**config.mk**
```make
export PLATFORM = sky130hd
export DESIGN_NAME = trace_scheduler_flat
export DESIGN_NICKNAME = d
export VERILOG_FILES = /design/src/rtl/trace_pkg.sv /design/src/rtl/trace_scheduler_if.sv /design/src/rtl/trace_decode.sv /design/src/rtl/trace_scheduler.sv /design/src/flat_wrapper.sv
export SDC_FILE = /design/constraint.sdc
export NUM_CORES = 1
export LEC_CHECK = 0
export CORE_AREA = 2 2 39 41
export DETAILED_ROUTE_END_ITERATION = 10
export DIE_AREA = 0 0 41 43
export GPL_ROUTABILITY_DRIVEN = 0
export HOLD_SLACK_MARGIN = 0.12
export PLACE_DENSITY = 0.72
export SLEW_MARGIN = 20
export SYNTH_ARGS = -nofsm -noshare
export SYNTH_HDL_FRONTEND = slang
export SYNTH_SLANG_ARGS = --single-unit
```
**constraint.sdc**
```tcl
create_clock -name clock -period 3.5 [get_ports clock]
set_clock_uncertainty 0.1 [all_clocks]
set_input_delay 0.35 -clock clock [delete_from_list [all_inputs] [get_ports clock]]
set_output_delay 0.35 -clock clock [all_outputs]
set_load 0.01 [all_outputs]
```
**src/rtl/trace_pkg.sv**
```systemverilog
// Shared types and the trace character decode used by the scheduler and its benches.
package trace_pkg;

  // Playback states of the scheduler.
  typedef enum logic [1:0] {
    StIdle,
    StRun,
    StPause,
    StDone
  } state_t;

  // Largest trace the shared decode function can address, in characters.
  localparam int unsigned MaxLen       = 256;
  localparam int unsigned MaxTraceBits = MaxLen * 8;

  // The character that encodes a 1 in a trace string.
  localparam logic [7:0] HighChar = 8'h2d;  // "-"

  // Returns 1 when character idx of a len-character trace is "-".
  // The trace is right-aligned in the wide argument; character 0 is its most significant byte.
  function automatic logic trace_bit(input logic [MaxTraceBits-1:0] trace,
                                     input int unsigned             len,
                                     input int unsigned             idx);
    logic [7:0] ch;
    ch = trace[8*(len-1-idx) +: 8];
    return ch == HighChar;
  endfunction

endpackage

```
**src/rtl/trace_scheduler_if.sv**
```systemverilog
// Control and observation bundle between a bench sequencer and the trace scheduler.
interface trace_scheduler_if #(
  parameter int unsigned TW = 5
);

  logic          start;
  logic          pause;
  logic          step;
  logic          A;
  logic          B;
  logic          C;
  logic          D;
  logic [TW-1:0] t;
  logic          running;
  logic          done;

  // Sequencer side: drives playback controls, observes trace bits and status.
  modport master (
    output start, pause, step,
    input  A, B, C, D, t, running, done
  );

  // Scheduler side.
  modport slave (
    input  start, pause, step,
    output A, B, C, D, t, running, done
  );

endinterface

```
**src/rtl/trace_decode.sv**
```systemverilog
// Combinational lookup of one trace channel at the current time index.
module trace_decode
  import trace_pkg::*;
#(
  parameter int unsigned          LEN   = 32,
  parameter logic [LEN*8-1:0]     TRACE = {LEN{8'h5f}},
  localparam int unsigned         TW    = $clog2(LEN)
) (
  input  logic [TW-1:0] idx_i,
  output logic          bit_o
);

  // Widen the trace to the shared function's argument; right alignment keeps character order.
  localparam logic [MaxTraceBits-1:0] TraceExt = MaxTraceBits'(TRACE);

  // Zero-latency decode so the bit tracks the index in the same cycle.
  always_comb begin
    bit_o = trace_bit(TraceExt, LEN, 32'(idx_i));
  end

endmodule

```
**src/rtl/trace_scheduler.sv**
```systemverilog
// Playback sequencer for four character traces: idle, run, pause, single-step, one-shot or loop.
module trace_scheduler
  import trace_pkg::*;
#(
  parameter int unsigned      LEN     = 32,
  parameter logic [LEN*8-1:0] TRACE_A = {LEN{8'h5f}},
  parameter logic [LEN*8-1:0] TRACE_B = {LEN{8'h5f}},
  parameter logic [LEN*8-1:0] TRACE_C = {LEN{8'h5f}},
  parameter logic [LEN*8-1:0] TRACE_D = {LEN{8'h5f}},
  parameter bit               LOOP    = 1'b0,
  localparam int unsigned     TW      = $clog2(LEN)
) (
  input logic              clock,
  input logic              resetn,
  trace_scheduler_if.slave ctl
);

  // Explicit end-of-trace compare so LEN need not be a power of two.
  localparam logic [TW-1:0] TLast = TW'(LEN - 1);

  state_t        state_q, state_d;
  logic [TW-1:0] t_q, t_d;
  logic          running_q, done_q;
  logic          adv;

  // Next-state and next-index; adv requests one index step under the shared end-of-trace rule.
  always_comb begin
    state_d = state_q;
    t_d     = t_q;
    adv     = 1'b0;
    unique case (state_q)
      StIdle: begin
        t_d = '0;
        if (ctl.start) state_d = StRun;
      end
      StRun: begin
        // pause wins over step and over advancing
        if (ctl.pause) state_d = StPause;
        else           adv     = 1'b1;
      end
      StPause: begin
        // leaving pause never advances, even with step high
        if (!ctl.pause)    state_d = StRun;
        else if (ctl.step) adv     = 1'b1;
      end
      StDone: begin
        t_d = TLast;
        if (ctl.start) begin
          state_d = StRun;
          t_d     = '0;
        end
      end
      default: begin
        state_d = StIdle;
        t_d     = '0;
      end
    endcase

    if (adv) begin
      if (t_q == TLast) begin
        if (LOOP) t_d     = '0;
        else      state_d = StDone;
      end else begin
        t_d = t_q + 1'b1;
      end
    end
  end

  // State, index and registered status decodes, with synchronous active-low reset.
  always_ff @(posedge clock) begin
    if (!resetn) begin
      state_q   <= StIdle;
      t_q       <= '0;
      running_q <= 1'b0;
      done_q    <= 1'b0;
    end else begin
      state_q   <= state_d;
      t_q       <= t_d;
      running_q <= (state_d == StRun);
      done_q    <= (state_d == StDone);
    end
  end

  assign ctl.t       = t_q;
  assign ctl.running = running_q;
  assign ctl.done    = done_q;

  trace_decode #(
    .LEN   (LEN),
    .TRACE (TRACE_A)
  ) u_dec_a (
    .idx_i (t_q),
    .bit_o (ctl.A)
  );

  trace_decode #(
    .LEN   (LEN),
    .TRACE (TRACE_B)
  ) u_dec_b (
    .idx_i (t_q),
    .bit_o (ctl.B)
  );

  trace_decode #(
    .LEN   (LEN),
    .TRACE (TRACE_C)
  ) u_dec_c (
    .idx_i (t_q),
    .bit_o (ctl.C)
  );

  trace_decode #(
    .LEN   (LEN),
    .TRACE (TRACE_D)
  ) u_dec_d (
    .idx_i (t_q),
    .bit_o (ctl.D)
  );

endmodule

```
**src/flat_wrapper.sv**
```systemverilog
// flat-port wrapper written by rule: the top's interface ports become plain ports
module trace_scheduler_flat import trace_pkg::*;
#(
  parameter int unsigned      LEN     = 32,
  parameter logic [LEN*8-1:0] TRACE_A = {LEN{8'h5f}},
  parameter logic [LEN*8-1:0] TRACE_B = {LEN{8'h5f}},
  parameter logic [LEN*8-1:0] TRACE_C = {LEN{8'h5f}},
  parameter logic [LEN*8-1:0] TRACE_D = {LEN{8'h5f}},
  parameter bit               LOOP    = 1'b0,
  localparam int unsigned     TW      = $clog2(LEN)
)
  (clock, resetn, ctl_start, ctl_pause, ctl_step, ctl_A, ctl_B, ctl_C, ctl_D, ctl_t, ctl_running, ctl_done);
  trace_scheduler_if #(.TW(5)) ctl_i ();
  input logic clock;
  input logic resetn;
  input wire logic [$bits(ctl_i.start)-1:0] ctl_start;
  input wire logic [$bits(ctl_i.pause)-1:0] ctl_pause;
  input wire logic [$bits(ctl_i.step)-1:0] ctl_step;
  output wire logic [$bits(ctl_i.A)-1:0] ctl_A;
  output wire logic [$bits(ctl_i.B)-1:0] ctl_B;
  output wire logic [$bits(ctl_i.C)-1:0] ctl_C;
  output wire logic [$bits(ctl_i.D)-1:0] ctl_D;
  output wire logic [$bits(ctl_i.t)-1:0] ctl_t;
  output wire logic [$bits(ctl_i.running)-1:0] ctl_running;
  output wire logic [$bits(ctl_i.done)-1:0] ctl_done;
  assign ctl_i.start = ctl_start;
  assign ctl_i.pause = ctl_pause;
  assign ctl_i.step = ctl_step;
  assign ctl_A = ctl_i.A;
  assign ctl_B = ctl_i.B;
  assign ctl_C = ctl_i.C;
  assign ctl_D = ctl_i.D;
  assign ctl_t = ctl_i.t;
  assign ctl_running = ctl_i.running;
  assign ctl_done = ctl_i.done;
  trace_scheduler #(.LEN(LEN), .TRACE_A(TRACE_A), .TRACE_B(TRACE_B), .TRACE_C(TRACE_C), .TRACE_D(TRACE_D), .LOOP(LOOP)) u_core (.clock(clock), .resetn(resetn), .ctl(ctl_i));
endmodule
```
==> results by group <==
Timing
  • Final slew viol count: 0
  • Final setup violation count: 0
  • Fmax: 566.9 MHz
  • RSZ-0062 raised after global routing: false
  • Setup TNS: 0 ns
  • Period utilisation layout: 0.5040
  • Final hold violations: 0
  • Minimum clock period: 1.764 ns

Final layout
  • Antenna cells: 0
  • Fin cells: 92
  • Final #Nets: 87
  • Fraction of layout cells with a size suffix above 1: 0.07895
  • Final core occ: 0.4910
  • Area growth, synth to finish: 25.40%
  • Design Area, Final: 679.4 µm²

Power and ir drop
  • Reg power frac: 0.410
  • Peak supply drop: 182.8 µV
  • Internal Power: 0.0002046 W
  • Comb pwr share: 0.319
  • Net switching power: 0.00009590 W
  • Tot Pwr: 0.0003005 W
  • Clk network pwr share: 0.270
  • Pwr per Cell Area: 442.3 nW/µm²
  • Switching part of the total: 0.3191
  • Static Leakage: 0.2676 nW

GRT
  • Largest net degree at the start of global routing: 7
  • Remaining Overflow, GRT: 0
  • All-layer global routing usage: 0.1329
  • Antenna violations before repair: 0
  • First-pass GRT wire length: 1573 µm
  • Vias in the first global route: 425

Run status
  • Run status: completed

Detailed routing
  • Vias per cell: 4.989
  • DRT iter0 DRCs: 5
  • Average wire per standard cell: 11.38 µm
  • DRT antenna net count: 0
  • Vias: 459
  • # DRC: 0
  • Drt total wl: 1047 µm
  • Drt pass-1 iters: 4

Yosys
  • Synth area leader: dfxtp_1
  • Sequential area share after synthesis: 0.3326
  • Mapped Area: 541.8 µm²
  • Async SR Flop Fraction: 0
  • Post-synth top flop: dfxtp_1
  • Share of the synthesized area in the top cell type: 0.3326
  • Syn_area_per_cell: 8.738 µm²
  • EDFF count, synth: 0
  • Cells after Synth: 62
  • Synth top area cells: dfxtp_1 33%, ha_1 12%, a221oi_1 6.5%
  • Synth cell types: 28
  • Seq cells post-synth: 9
  • Synth warn: 0

Setup path
  • Reg2reg end: u_core.ctl.t[2]$_SDFF_PN0_
  • Worst R2R Setup Slack: 1.74 ns
  • Critical Path Max Stage Delay: 0.35 ns
  • FF-to-FF Start: u_core.ctl.t[0]$_SDFF_PN0_
  • Worst EP required: 3.52 ns
  • CP arrival: 1.79 ns
  • Critical path launch point type: register
  • Slowest CP cell: dfxtp_1
  • CP cell instances: ha_1 -> and3_1 -> ha_1 -> a21o_2 -> nor2_2 -> a221oi_1
  • Largest fanout on the critical path: 6
  • Crit path kind: reg -> reg
  • CP endpoint kind: register
  • Reg2reg path depth: 6
  • Top cell by count, worst path: ha_1

Hold path
  • Beginning of the worst hold path: u_core.ctl.t[0]$_SDFF_PN0_
  • Worst hold path class: reg -> reg
  • WHS Path Cells: 1
  • Worst Hold End: u_core.ctl.t[0]$_SDFF_PN0_

Clock network
  • CTS tree: built
  • CTS root buf: clkbuf_4
  • CTS Buffer Depth: 2
  • Hold-fix buffer count after cts: 0
  • Clk_lat worst skew: 0.27 ns
  • Post-CTS Setup Bufs: 0
  • Post-cts gate resize count: 0
  • TritonCTS buffer count: 3
  • CTS sink cnt: 9
  • Htree depth: 1
  • Reg clk slew, reported paths: 0.06 ns

Place
  • PortBufs: 11
  • Post-DP Area: 653.1 µm²
  • DP HPWL: 760.9 µm
  • Placed Cells: 88

Floorplanning
  • Die Y-Extent: 43 µm
  • # rows: 14
  • Core area: 1384 µm²
  • Die area: 1763 µm²
  • Starting Density: 0.3915
  • I/O pins: 16
  • Die W: 41 µm

Job
  • Max-cap violation count: 0
## cell type report
type / instances / area (µm²)
Clock buffer: 4 / 26.28
Tap cell: 16 / 20.02
Multi-Input combinational cell: 47 / 324.1
Inverter: 5 / 18.77
Sequential cell: 9 / 180.2
Fill cell: 141 / 704.4
Timing Repair Buffer: 11 / 110.1
## state kept, by name (all words and copies together) (netlist names)
signal,count
u_core.ctl.done,1
u_core.ctl.running,1
u_core.ctl.t,5
u_core.state_q,2
## critical path, delay by kind of cell (launching register included)
family | cells | cell delay [ns]
AO/OA/AOI/OAI | 2 | 0.36
flip-flops | 1 | 0.35
AND/OR/NAND/NOR | 2 | 0.40
adder cells (fa/ha/maj) | 2 | 0.42
## logic make-up after synthesis
group / after synthesis / share of synthesized area
buffers and inverters: 9 / 0.09008
adder cells (fa/ha/maj): 5 / 0.1155
XOR/XNOR: 2 / 0.03234
other: 1 / 0.006922
AO/OA/AOI/OAI: 15 / 0.2125
multiplexers: 1 / 0.01848
AND/OR/NAND/NOR: 20 / 0.1917
flip-flops: 9 / 0.3326
## layer usage
metal  GRT usage  part of all wire
met5           0                 0
met1      0.1591              0.48
met4      0.1000             0.023
met2      0.1906              0.44
met3     0.03665             0.056
## Yosys cell counts, types with 2 or more instances
master,n
a221oi_1,4
buf_4,4
dfxtp_1,9
ha_1,5
inv_1,5
nand2_1,3
nand2b_1,2
nand3_1,2
nor2_1,5
nor2b_1,2
o21a_1,3
o21ai_1,2
## power by group through the flow
stage | clock network, W | registers, W | logic (W)
after global routing | 0.0000849 | 0.000126 | 0.000106
final | 0.0000813 | 0.000123 | 0.0000959
after global placement | 0 | 0.000125 | 0.0000948
after floorplan | 0 | 0.000128 | 0.0000654
after detailed placement | 0 | 0.000126 | 0.0000958
after CTS | 0.0000846 | 0.000124 | 0.0000968
## stage by stage
stage,hold slack (ns),worst slack [ns]
2_1_floorplan,0.3675,1.848
3_5_place_dp,0.4464,1.661
5_1_grt,0.4872,1.650
4_1_cts,0.4589,1.742
6_report,0.4635,1.736
3_3_place_gp,0.4498,1.671
## layout by cell type, fill, tap and decap left out, types with 2 or more instances in the layout
cell type / n
o21ai_1: 2
conb_1: 4
ha_1: 5
nand3_1: 2
inv_1: 5
nand2b_1: 2
a221oi_1: 4
nor2b_1: 2
dfxtp_1: 9
nor2_1: 5
clkdlybuf4s50_1: 11
o21a_1: 3
nand2_1: 3
clkbuf_4: 3
## worst max-delay path by stage
| stage | start | to | depth (start not counted) |
|---|---|---|---|
| 3_3_place_gp | ctl_pause | u_core.ctl.t[2]$_SDFF_PN0_ | 5 |
| 6_report | u_core.ctl.t[0]$_SDFF_PN0_ | u_core.ctl.t[2]$_SDFF_PN0_ | 6 |
| 2_1_floorplan | u_core.ctl.t[0]$_SDFF_PN0_ | u_core.ctl.t[2]$_SDFF_PN0_ | 6 |
| 4_1_cts | u_core.ctl.t[0]$_SDFF_PN0_ | u_core.ctl.t[2]$_SDFF_PN0_ | 6 |
| 5_1_grt | u_core.ctl.t[0]$_SDFF_PN0_ | u_core.ctl.t[2]$_SDFF_PN0_ | 6 |
| 3_5_place_dp | ctl_start | u_core.ctl.t[2]$_SDFF_PN0_ | 4 |
Note: power is estimated with default switching activity, not from simulation.
